<file path="src/rtl/str_fifo_if.sv">
// Stream FIFO bus interface.
// Groups both stream ports of the FIFO plus its occupancy output.
//   slave  : FIFO side (accepts on s_*, presents on m_*, drives count)
//   master : environment side (drives s_* words, consumes m_* words)
// Signals:
//   s_tvalid/s_tready/s_tdata  upstream word handshake into the FIFO
//   m_tvalid/m_tready/m_tdata  head-word handshake out of the FIFO
//   count                      number of stored words, 0..DEPTH
interface str_fifo_if #(
    parameter int VW    = 32,
    parameter int DEPTH = 8
);
    localparam int CW = $clog2(DEPTH) + 1;

    logic          s_tvalid;
    logic          s_tready;
    logic [VW-1:0] s_tdata;
    logic          m_tvalid;
    logic          m_tready;
    logic [VW-1:0] m_tdata;
    logic [CW-1:0] count;

    modport slave (
        input  s_tvalid, s_tdata, m_tready,
        output s_tready, m_tvalid, m_tdata, count
    );

    modport master (
        output s_tvalid, s_tdata, m_tready,
        input  s_tready, m_tvalid, m_tdata, count
    );
endinterface

</file>
<file path="src/rtl/str_fifo.sv">
// Valid/ready stream FIFO, first-word-fall-through, single clock domain.
// Ports:
//   clk  : system clock, all state changes on the rising edge
//   rst  : asynchronous active-low reset
//   bus  : str_fifo_if.slave (sink s_*, source m_*, occupancy count)
// The head word is read combinationally from the array, so it is visible
// on m_tdata whenever the FIFO holds at least one word. There is no
// empty bypass and no full passthrough.
module str_fifo #(
    parameter int VW    = 32,
    parameter int DEPTH = 8
) (
    input  logic        clk,
    input  logic        rst,
    str_fifo_if.slave   bus
);
    localparam int AW = $clog2(DEPTH);
    localparam int CW = AW + 1;

    // Array contents are intentionally not reset.
    logic [VW-1:0] mem_q [DEPTH];

    logic [AW-1:0] wp_q, wp_d;
    logic [AW-1:0] rp_q, rp_d;
    logic [CW-1:0] cnt_q, cnt_d;

    logic s_rdy;
    logic m_vld;
    logic push;
    logic pop;

    always_comb begin
        // Gating ready with rst keeps any push from landing while reset is low.
        s_rdy = rst & (cnt_q != CW'(DEPTH));
        m_vld = (cnt_q != '0);
        push  = bus.s_tvalid & s_rdy;
        pop   = m_vld & bus.m_tready;

        // Pointers wrap by natural overflow since DEPTH is a power of two.
        wp_d  = push ? wp_q + AW'(1) : wp_q;
        rp_d  = pop  ? rp_q + AW'(1) : rp_q;

        cnt_d = cnt_q;
        if (push && !pop) begin
            cnt_d = cnt_q + CW'(1);
        end else if (pop && !push) begin
            cnt_d = cnt_q - CW'(1);
        end
    end

    always_ff @(posedge clk or negedge rst) begin
        if (!rst) begin
            wp_q  <= '0;
            rp_q  <= '0;
            cnt_q <= '0;
        end else begin
            wp_q  <= wp_d;
            rp_q  <= rp_d;
            cnt_q <= cnt_d;
        end
    end

    always_ff @(posedge clk) begin
        if (push) begin
            mem_q[wp_q] <= bus.s_tdata;
        end
    end

    assign bus.s_tready = s_rdy;
    assign bus.m_tvalid = m_vld;
    assign bus.m_tdata  = mem_q[rp_q];
    assign bus.count    = cnt_q;
endmodule

</file>
<file path="src/flat_wrapper.sv">
// flat-port wrapper written by rule: the top's interface ports become plain ports
module str_fifo_flat 
#(
    parameter int VW    = 32,
    parameter int DEPTH = 8
)
  (clk, rst, bus_s_tvalid, bus_s_tdata, bus_m_tready, bus_s_tready, bus_m_tvalid, bus_m_tdata, bus_count);
  str_fifo_if #(.VW(VW), .DEPTH(DEPTH)) bus_i ();
  input  logic clk;
  input  logic rst;
  input wire logic [$bits(bus_i.s_tvalid)-1:0] bus_s_tvalid;
  input wire logic [$bits(bus_i.s_tdata)-1:0] bus_s_tdata;
  input wire logic [$bits(bus_i.m_tready)-1:0] bus_m_tready;
  output wire logic [$bits(bus_i.s_tready)-1:0] bus_s_tready;
  output wire logic [$bits(bus_i.m_tvalid)-1:0] bus_m_tvalid;
  output wire logic [$bits(bus_i.m_tdata)-1:0] bus_m_tdata;
  output wire logic [$bits(bus_i.count)-1:0] bus_count;
  assign bus_i.s_tvalid = bus_s_tvalid;
  assign bus_i.s_tdata = bus_s_tdata;
  assign bus_i.m_tready = bus_m_tready;
  assign bus_s_tready = bus_i.s_tready;
  assign bus_m_tvalid = bus_i.m_tvalid;
  assign bus_m_tdata = bus_i.m_tdata;
  assign bus_count = bus_i.count;
  str_fifo #(.VW(VW), .DEPTH(DEPTH)) u_core (.clk(clk), .rst(rst), .bus(bus_i));
endmodule
</file>
<file path="config.mk">
export PLATFORM = sky130hd
export DESIGN_NAME = str_fifo_flat
export DESIGN_NICKNAME = d
export VERILOG_FILES = /design/src/rtl/str_fifo_if.sv /design/src/rtl/str_fifo.sv /design/src/flat_wrapper.sv
export SDC_FILE = /design/constraint.sdc
export NUM_CORES = 1
export LEC_CHECK = 0
export BUFFER_PORTS_ARGS = -buffer_cell sky130_fd_sc_hd__clkbuf_2
export CAP_MARGIN = 20
export CORE_MARGIN = 3
export CORE_UTILIZATION = 35
export DETAILED_ROUTE_END_ITERATION = 8
export GPL_TIMING_DRIVEN = 0
export RECOVER_POWER = 100
export SYNTH_ARGS = -nofsm -noshare
export SYNTH_HDL_FRONTEND = slang
export SYNTH_SLANG_ARGS = --single-unit
</file>
<file path="constraint.sdc">
create_clock -name clk -period 4.5 [get_ports clk]
set_input_delay 0.225 -clock clk [delete_from_list [all_inputs] [get_ports clk]]
set_output_delay 0.225 -clock clk [all_outputs]
set_load 0.005 [all_outputs]
</file>
# ---- After elaboration in Yosys (flattened, before gate mapping)
# Memory sizes are Yosys's and may differ from the RTL's.
# Index checks and enable logic that the tools add are counted.
dict set report classes {
  addsub 4
  multipliers 0
  div 0
  order_cmp 0
  eq_ne 1
  n_shift 0
  mux 4
  n_bitwise 3
  n_reduce_logical 6
}
# operator n
set ops {}
lappend ops {{4-bit two-way mux} 2}
lappend ops {{3-bit by 1-bit adder with 3-bit output, second input constant} 2}
lappend ops {{4-bit by 1-bit adder with 4-bit output, second input constant} 1}
lappend ops {{4-bit inequality test, second input constant} 1}
lappend ops {{4-bit nonzero test} 1}
lappend ops {{4-bit by 1-bit subtractor with 4-bit output, second input constant} 1}
lappend ops {{1-bit AND} 3}
lappend ops {{1-bit logical AND} 2}
lappend ops {{1-bit zero test} 2}
lappend ops {{1-bit two-way mux} 2}
lappend ops {{2-bit nonzero test} 1}
dict set report word_totals {
  ff_bits 10
  latchBits 0
  ram_bits 256
  romBits 0
  in_bits 36
  output_inout_bits 38
  elab_cells 22
  memories 1
}
# memory depth word_bits rd rd_clocked_by_memory_dff wr line
set mem_list {}
lappend mem_list {u_core.mem_q 8 32 1 0 1 str_fifo.sv:21} ;# logic [VW-1:0] mem_q [DEPTH];

# ---- Logic depth before layout (Yosys ltp)
# Gate-level depths: netlist of run 1.
dict set report depth {
  word_depth 7
  mapped_depth 8
  mapped_depth_nobuf 8
}

# ---- Least setup slack after synthesis of run 1
# Ideal clock, no wire load.
dict set report synth_timing {
  path_type {register -> register}
  startpoint {reg u_core.cnt_q[0] (netlist: u_core.bus.count[0])}
  endpoint {mem u_core.mem_q[0][0] (enable)}
  setup_ns 0.461
  arrival_ns 3.033
  required_ns 4.039
  slack_ns 1.006
  stages_incl_launch_ff 4
  n_path_buf 0
  period_less_slack_ns 3.494
  cell_sequence {dfrtp_1 > or4b_4 > nand4b_1 > nor3_1}
}
dict set report synth_between {
  elab_chain_cells 5
}
# element line
set synth_lines {}
lappend synth_lines {{from (decl)} str_fifo.sv:25} ;# logic [CW-1:0] cnt_q, cnt_d;
lappend synth_lines {{from (signal assigned)} str_fifo.sv:59} ;# cnt_q <= cnt_d;
lappend synth_lines {{4-bit inequality test} str_fifo.sv:34} ;# s_rdy = rst & (cnt_q != CW'(DEPTH));
lappend synth_lines {{1-bit AND} str_fifo.sv:34}
lappend synth_lines {{1-bit AND} str_fifo.sv:36} ;# push = bus.s_tvalid & s_rdy;
lappend synth_lines {{1-bit two-way mux} str_fifo.sv:64} ;# if (push) begin
lappend synth_lines {{1-bit two-way mux (implied by the code)} str_fifo.sv:65} ;# mem_q[wp_q] <= bus.s_tdata;
lappend synth_lines {{to (decl)} str_fifo.sv:21}
# No other way between the ends.

# ---- Worst setup path in the final report of run 1
dict set report layout_timing {
  startpoint {in rst}
  endpoint {mem u_core.mem_q[1][18] (enable)}
}
dict set report layout_between {
  elab_chain_cells 4
}
# element line
set layout_lines {}
lappend layout_lines {{from (decl)} flat_wrapper.sv:10} ;# input logic rst;
lappend layout_lines {{1-bit AND} str_fifo.sv:34}
lappend layout_lines {{1-bit AND} str_fifo.sv:36}
lappend layout_lines {{1-bit two-way mux} str_fifo.sv:64}
lappend layout_lines {{1-bit two-way mux (implied by the code)} str_fifo.sv:65}
# No other way between the ends.

==> results.py, run 1 <==
metrics = {
    "global_route": {
        "grt_pass1_vias": 5299,
        "antenna_found_initial": 0,
        "grt_max_degree": 21,
        "grt_overflow_total": 0,
        "track_usage_pct": 13.6,
        "grt_pass1_wl_um": 31800,
    },
    "timing": {
        "clock.fmax_ghz": 0.295,
        "min_period_ps": 3390,
        "layout_setup_ws_ps": 1110,
        "worst_slew_pin_slew_ps": 2140,
        "holdWs_ps": 58.9,
        "finalSetupViolCount": 0,
        "hold_viol": 0,
        "min_period_over_period_pct": 75.4,
        "relSlewSlack_pct": -43.3,
        "tns_ps": 0,
        "rsz0062_at_grt": "false",
        "report.final.slew_viol_count": 88,
        "fin_skew_ps": 5.86,
    },
    "logic_synthesis": {
        "synth_edf_count": 256,
        "yosys_most_used_dff": "edfxtp_1",
        "async_flop_share_pct": 3.76,
        "ys_types": 32,
        "avgSynthCellArea_um2": 23.7,
        "synth-seq-cells": 266,
        "syn_inst": 432,
        "syn_nets": 474,
        "seq_area_frac_synth_pct": 77.4,
        "synth-warning-count": 0,
        "synth_area_um2": 10300,
    },
    "power": {
        "p_per_area_nw_per_um2": 588,
        "ir_worst_vdd_mv": 0.255,
        "power_mw": 7.30,
        "leakage_nw": 3.94,
    },
    "placement": {
        "port_buffers": 73,
        "post-dp-hpwl_um": 13400,
        "preCtsSetupSlack_ps": 1630,
        "gp_congestion": 0.677,
    },
    "worst_setup_path": {
        "critPathRequiredTime_ps": 4720,
        "worstPathArrival_ps": 3610,
        "cp-end-kind": "flip-flop",
        "cp-start-kind": "primary input",
        "critical_path.max_fanout": 15,
        "crit_type": "in2reg",
    },
    "clock_tree": {
        "ctsLongestPathBuffers": 3,
        "cts-buffers-inserted": 28,
        "clk_latency_ps": 520,
        "clock-sinks": 266,
        "cts_tree": "done",
        "clk_pin_slew_ps": 60,
        "cts_max_level": 1,
        "post-cts-setup-buffer-count": 0,
        "cts_root_buf": "clkbuf_16",
    },
    "final_layout": {
        "antenna_cells": 0,
        "layout-drive-gt1-share_pct": 27.2,
        "fin_nets": 624,
        "layout_commonest_cell": "edfxtp_1",
        "final_cell_mix": "256 x edfxtp_1, 72 x clkbuf_1, 64 x mux4_2, 34 x dlygate4sd3_1, 29 x clkbuf_16",
        "utilization_pct": 43.1,
        "syn_to_final_growth_pct": 21.1,
    },
    "job": {
        "cap_violations": 6,
    },
    "floorplan": {
        "core_um2": 28800,
        "num_rows": 62,
        "die_y_um": 177,
        "start_util_pct": 35.6,
        "dieArea_um2": 31400,
        "die_x_um": 177,
        "io_pins": 74,
    },
    "routing": {
        "vias_per_cell": 4.87,
        "drt_iter0_drc": 363,
        "antenna_left": 0,
        "drc": 0,
        "drt_pass1_iterations": 4,
        "wl_per_cell_um": 21.3,
        "via_count": 4799,
        "wirelength_um": 21000,
    },
    "worst_hold_path": {
        "hold_class": "in2reg",
    },
    "run_status": {
        "violations": "capacitance limit, slew limit",
        "status": "complete, but fails checks",
    },
}
## cell families after synthesis
logic type / Yosys count / synth area share (%)
muxes: 100 / 18.0
and+or+nand+nor: 28 / 1.57
adders and majority gates: 6 / 0.805
DFF: 266 / 77.4
buffers and inverters: 20 / 1.24
AOI/OAI and AO/OA: 6 / 0.403
xor gates and xnor gates: 6 / 0.513
## per-stage QoR
stage          instance area (um2)  cells
2_1_floorplan                10300    432
3_3_place_gp                 11100    889
3_5_place_dp                 11400    902
4_1_cts                      12600    986
5_1_grt                      12400    986
6_report                     12400    986
## synthesized netlist by cell type (2+ instances only)
| cell type | instances | area, um2 |
|---|---|---|
| edfxtp_1 | 256 | 7690 |
| mux4_2 | 64 | 1440 |
| mux2_2 | 34 | 383 |
| dfrtp_1 | 10 | 250 |
| buf_2 | 6 | 30.0 |
| buf_6 | 6 | 67.6 |
| nor2_1 | 6 | 22.5 |
| clkbuf_1 | 5 | 18.8 |
| ha_1 | 5 | 62.6 |
| xnor2_1 | 5 | 43.8 |
| nand2_1 | 4 | 15.0 |
| nand3_1 | 3 | 15.0 |
| nor3_1 | 3 | 15.0 |
| a21oi_1 | 2 | 10.0 |
| buf_1 | 2 | 7.51 |
| nand2b_1 | 2 | 12.5 |
| nand4_1 | 2 | 12.5 |
| o211ai_1 | 2 | 15.0 |
| or4_1 | 2 | 15.0 |
## flip-flops by register name, indices dropped and copies added (netlist names)
| name | flops |
|---|---|
| u_core.rp_q | 3 |
| u_core.mem_q | 256 |
| u_core.wp_q | 3 |
| u_core.bus.count | 4 |
## metal layers
layer | global-route usage [%] | vias to the layer above | part of all wire (%) | wire (um)
met5 | 0 | - | 0 | 0
li1 | - | 2139 | - | -
met4 | 2.68 | 0 | 1.5 | 318
met3 | 2.49 | 24 | 4.9 | 1020
met1 | 17.3 | 2521 | 41 | 8580
met2 | 24.6 | 115 | 53 | 11000
## timing repair
| action | in CTS | in global routing |
|---|---|---|
| resized for setup | 0 | 0 |
| hold buffers | 34 | 0 |
| endpoints found under the hold margin | 267 | 0 |
| endpoints found under the setup margin | 0 | 0 |
## layout make-up
type | count | area, um2
Inverter | 1 | 3.75
Multi-Input combinational cell | 146 | 2190
Buffer | 19 | 118
Clock inverter | 16 | 96.3
Sequential cell | 266 | 7940
Tap cell | 384 | 480
Clock buffer | 34 | 744
Timing Repair Buffer | 120 | 838
Fill cell | 2504 | 16400
## worst paths after layout
kind / start / endpoint / slack (ps) / cells after the start
setup / recovery: rst / u_core.mem_q[1][18] / 1110 / 6
max in group asynchronous: rst / u_core.rp_q[2] / 3770 / 2
hold reg to reg: u_core.wp_q[0] / u_core.wp_q[0] / 520 / 1
setup reg to reg: u_core.bus.count[0] / u_core.mem_q[1][18] / 1270 / 5
hold / removal: bus_s_tvalid / u_core.wp_q[2] / 60 / 3
min in group asynchronous: rst / u_core.bus.count[0] / 270 / 2
## report_power, final
part / switching, mW / internal, mW
Combinational: 1.08 / 1.10
Sequential: 0.0944 / 2.95
Clock: 0.853 / 1.22
Total: 2.03 / 5.27
## critical path: stages
cell and delay, ps:
dlygate4sd3_1 520, clkbuf_1 550, nand4_1 470, nor3_1 1300
buf_6 300, buf_4 230
Power figures use the tool's default switching activity.
==> inputs of run 2 (changes only) <==
Clock period 4.5 ns to 3.1 ns, I/O delays scaled along.
==> run 2 against run 1 <==
  * The flow now finishes without violations
  * Non-clock buffer count shrank 2
  * Routed wire length decreased by 1.8%
  * Sequential share of layout area decreased by 1.2 points
  * Final area increased by 1.9%
  * Hold slack improved by 150 ps
  * First-iteration DRC count is 5.5% lower
  * Via count stayed put
  * Highest routed layer unchanged
  * Global-route usage decreased by 0.26 points
  * Largest cell class unchanged
  * Die area unchanged
==> results.py, run 2 (synthesis results as in run 1) <==
metrics = {
    "clock_tree": {
        "cts_root_buf": "clkbuf_16",
        "ctsLongestPathBuffers": 3,
        "clock-sinks": 266,
        "clk_pin_slew_ps": 60,
        "clk_latency_ps": 530,
        "cts_max_level": 1,
        "post-cts-setup-buffer-count": 0,
        "cts_tree": "done",
        "cts-buffers-inserted": 28,
    },
    "placement": {
        "place_area_um2": 11400,
        "port_buffers": 73,
        "post-dp-hpwl_um": 12800,
        "gp_congestion": 0.733,
    },
    "floorplan": {
        "die_x_um": 177,
        "io_pins": 74,
        "dieArea_um2": 31400,
        "core_um2": 28800,
        "start_util_pct": 35.6,
        "die_y_um": 177,
        "num_rows": 62,
    },
    "worst_setup_path": {
        "crit_slowest_cell": "or4b_1",
        "cp-start-kind": "flip-flop",
        "crit_type": "reg2reg",
        "cp_slowest_stage_delay_ps": 650,
        "worstPathArrival_ps": 3330,
        "cp-end-kind": "flip-flop",
        "crit_path_cell_trace": "or4b_1 -> and3_4 -> ha_1 -> inv_1 -> ha_1 -> or4_1 -> o211ai_1 -> o211ai_1",
        "r2r_slack_ps": 170,
        "critical_path.max_fanout": 7,
        "critPathRequiredTime_ps": 3500,
    },
    "routing": {
        "antenna_left": 0,
        "drc": 0,
        "drt_iter0_drc": 343,
        "via_count": 4799,
        "vias_per_cell": 4.87,
        "wirelength_um": 20600,
        "drt_pass1_iterations": 4,
        "wl_per_cell_um": 20.9,
    },
    "timing": {
        "fin_skew_ps": 11.5,
        "min_period_over_period_pct": 94.5,
        "clock.fmax_ghz": 0.342,
        "hold_viol": 0,
        "holdWs_ps": 212,
        "relSlewSlack_pct": 26.3,
        "rsz0062_at_grt": "false",
        "min_period_ps": 2930,
        "worst_slew_pin_slew_ps": 1100,
        "report.final.slew_viol_count": 0,
        "finalSetupViolCount": 0,
    },
    "power": {
        "leakage_nw": 4.05,
        "ir_worst_vdd_mv": 0.487,
        "p_per_area_nw_per_um2": 886,
    },
    "global_route": {
        "grt_pass1_vias": 5248,
        "antenna_found_initial": 0,
        "grt_max_degree": 24,
        "grt_pass1_wl_um": 31500,
        "grt_overflow_total": 0,
        "track_usage_pct": 13.4,
    },
    "final_layout": {
        "fin_nets": 622,
        "syn_to_final_growth_pct": 23.4,
        "layout_commonest_cell": "edfxtp_1",
        "layout-drive-gt1-share_pct": 30.2,
        "top_register": "u_core.mem_q",
        "final_area_um2": 12700,
        "final_cell_mix": "256 x edfxtp_1, 64 x mux4_2, 61 x clkbuf_1, 35 x dlygate4sd3_1, 29 x clkbuf_16",
        "utilization_pct": 44.0,
        "largest_reg_flops": 256,
        "antenna_cells": 0,
    },
    "worst_hold_path": {
        "hold_class": "in2async",
    },
    "run_status": {
        "status": "finished clean",
    },
    "job": {
        "cap_violations": 0,
    },
}
run 2: cell count changes in the layout (fill, tap and decap cells not counted), moves of 3 or more:
cell / delta
clkbuf_1: -11
bufinv_16: +6
clkbuf_2: +6
buf_12: +3
buf_2: +3
buf_6: -3
clkinv_1: -3
nor2_1: -3
run 2: area by class of cell:
class                           instances  area [um2]
Inverter                                1        3.75
Clock inverter                         19         277
Buffer                                 19         123
Tap cell                              384         480
Fill cell                            2453       16100
Clock buffer                           33         741
Timing Repair Buffer                  118         871
Multi-Input combinational cell        146        2220
Sequential cell                       266        7940
run 2: power by group:
group          total (mW)  switching, mW  internal [mW]
clock                3.61           1.32           2.29
combinational        3.17           1.56           1.61
sequential           4.43          0.146           4.28
run 2: what timing repair did:
item                                   4_1_cts  5_1_grt
endpoints found under the hold margin      269        0
hold buffers                                35        0
resized for setup                            0        0
run 2: worst max-delay path: cells and delay by family (launching register included):
family / cells / cell delay, ps
and+or+nand+nor: 3 / 1370
adders and majority gates: 2 / 570
DFF: 1 / 470
AOI/OAI and AO/OA: 2 / 210
buffers and inverters: 1 / 170
run 2: per-layer routing:
layer  global-route usage [%]  up-vias  wire (um)
met4                     2.95        0        296
met2                     22.5      118      10400
met3                     2.27       25       1100
met1                     18.4     2518       8810
met5                        0        -          0
li1                         -     2138          -
run 2: path summary, 6_finish.rpt:
path,startpoint,to,cells past startpoint
worst max register to register,u_core.bus.count[0],u_core.bus.count[3],8
worst min-delay path,rst,u_core.bus.count[1],2
min in group clk,bus_m_tready,u_core.rp_q[2],4
max in group asynchronous,rst,u_core.wp_q[1],2
worst min register to register,u_core.wp_q[0],u_core.wp_q[0],1
worst max-delay path,u_core.bus.count[0],u_core.bus.count[3],8
run 2: metrics by stage:
step / worst slack (ps) / total power, mW / std cells / setup TNS (ps)
after floorplan: 458 / 6.59 / 432 / 0
after global placement: -1120 / 7.66 / 889 / -261350
after detailed placement: 228 / 7.87 / 899 / 0
after CTS: 199 / 11.5 / 986 / 0
after global routing: 50.9 / 11.8 / 986 / 0
final: 172 / 11.2 / 986 / 0
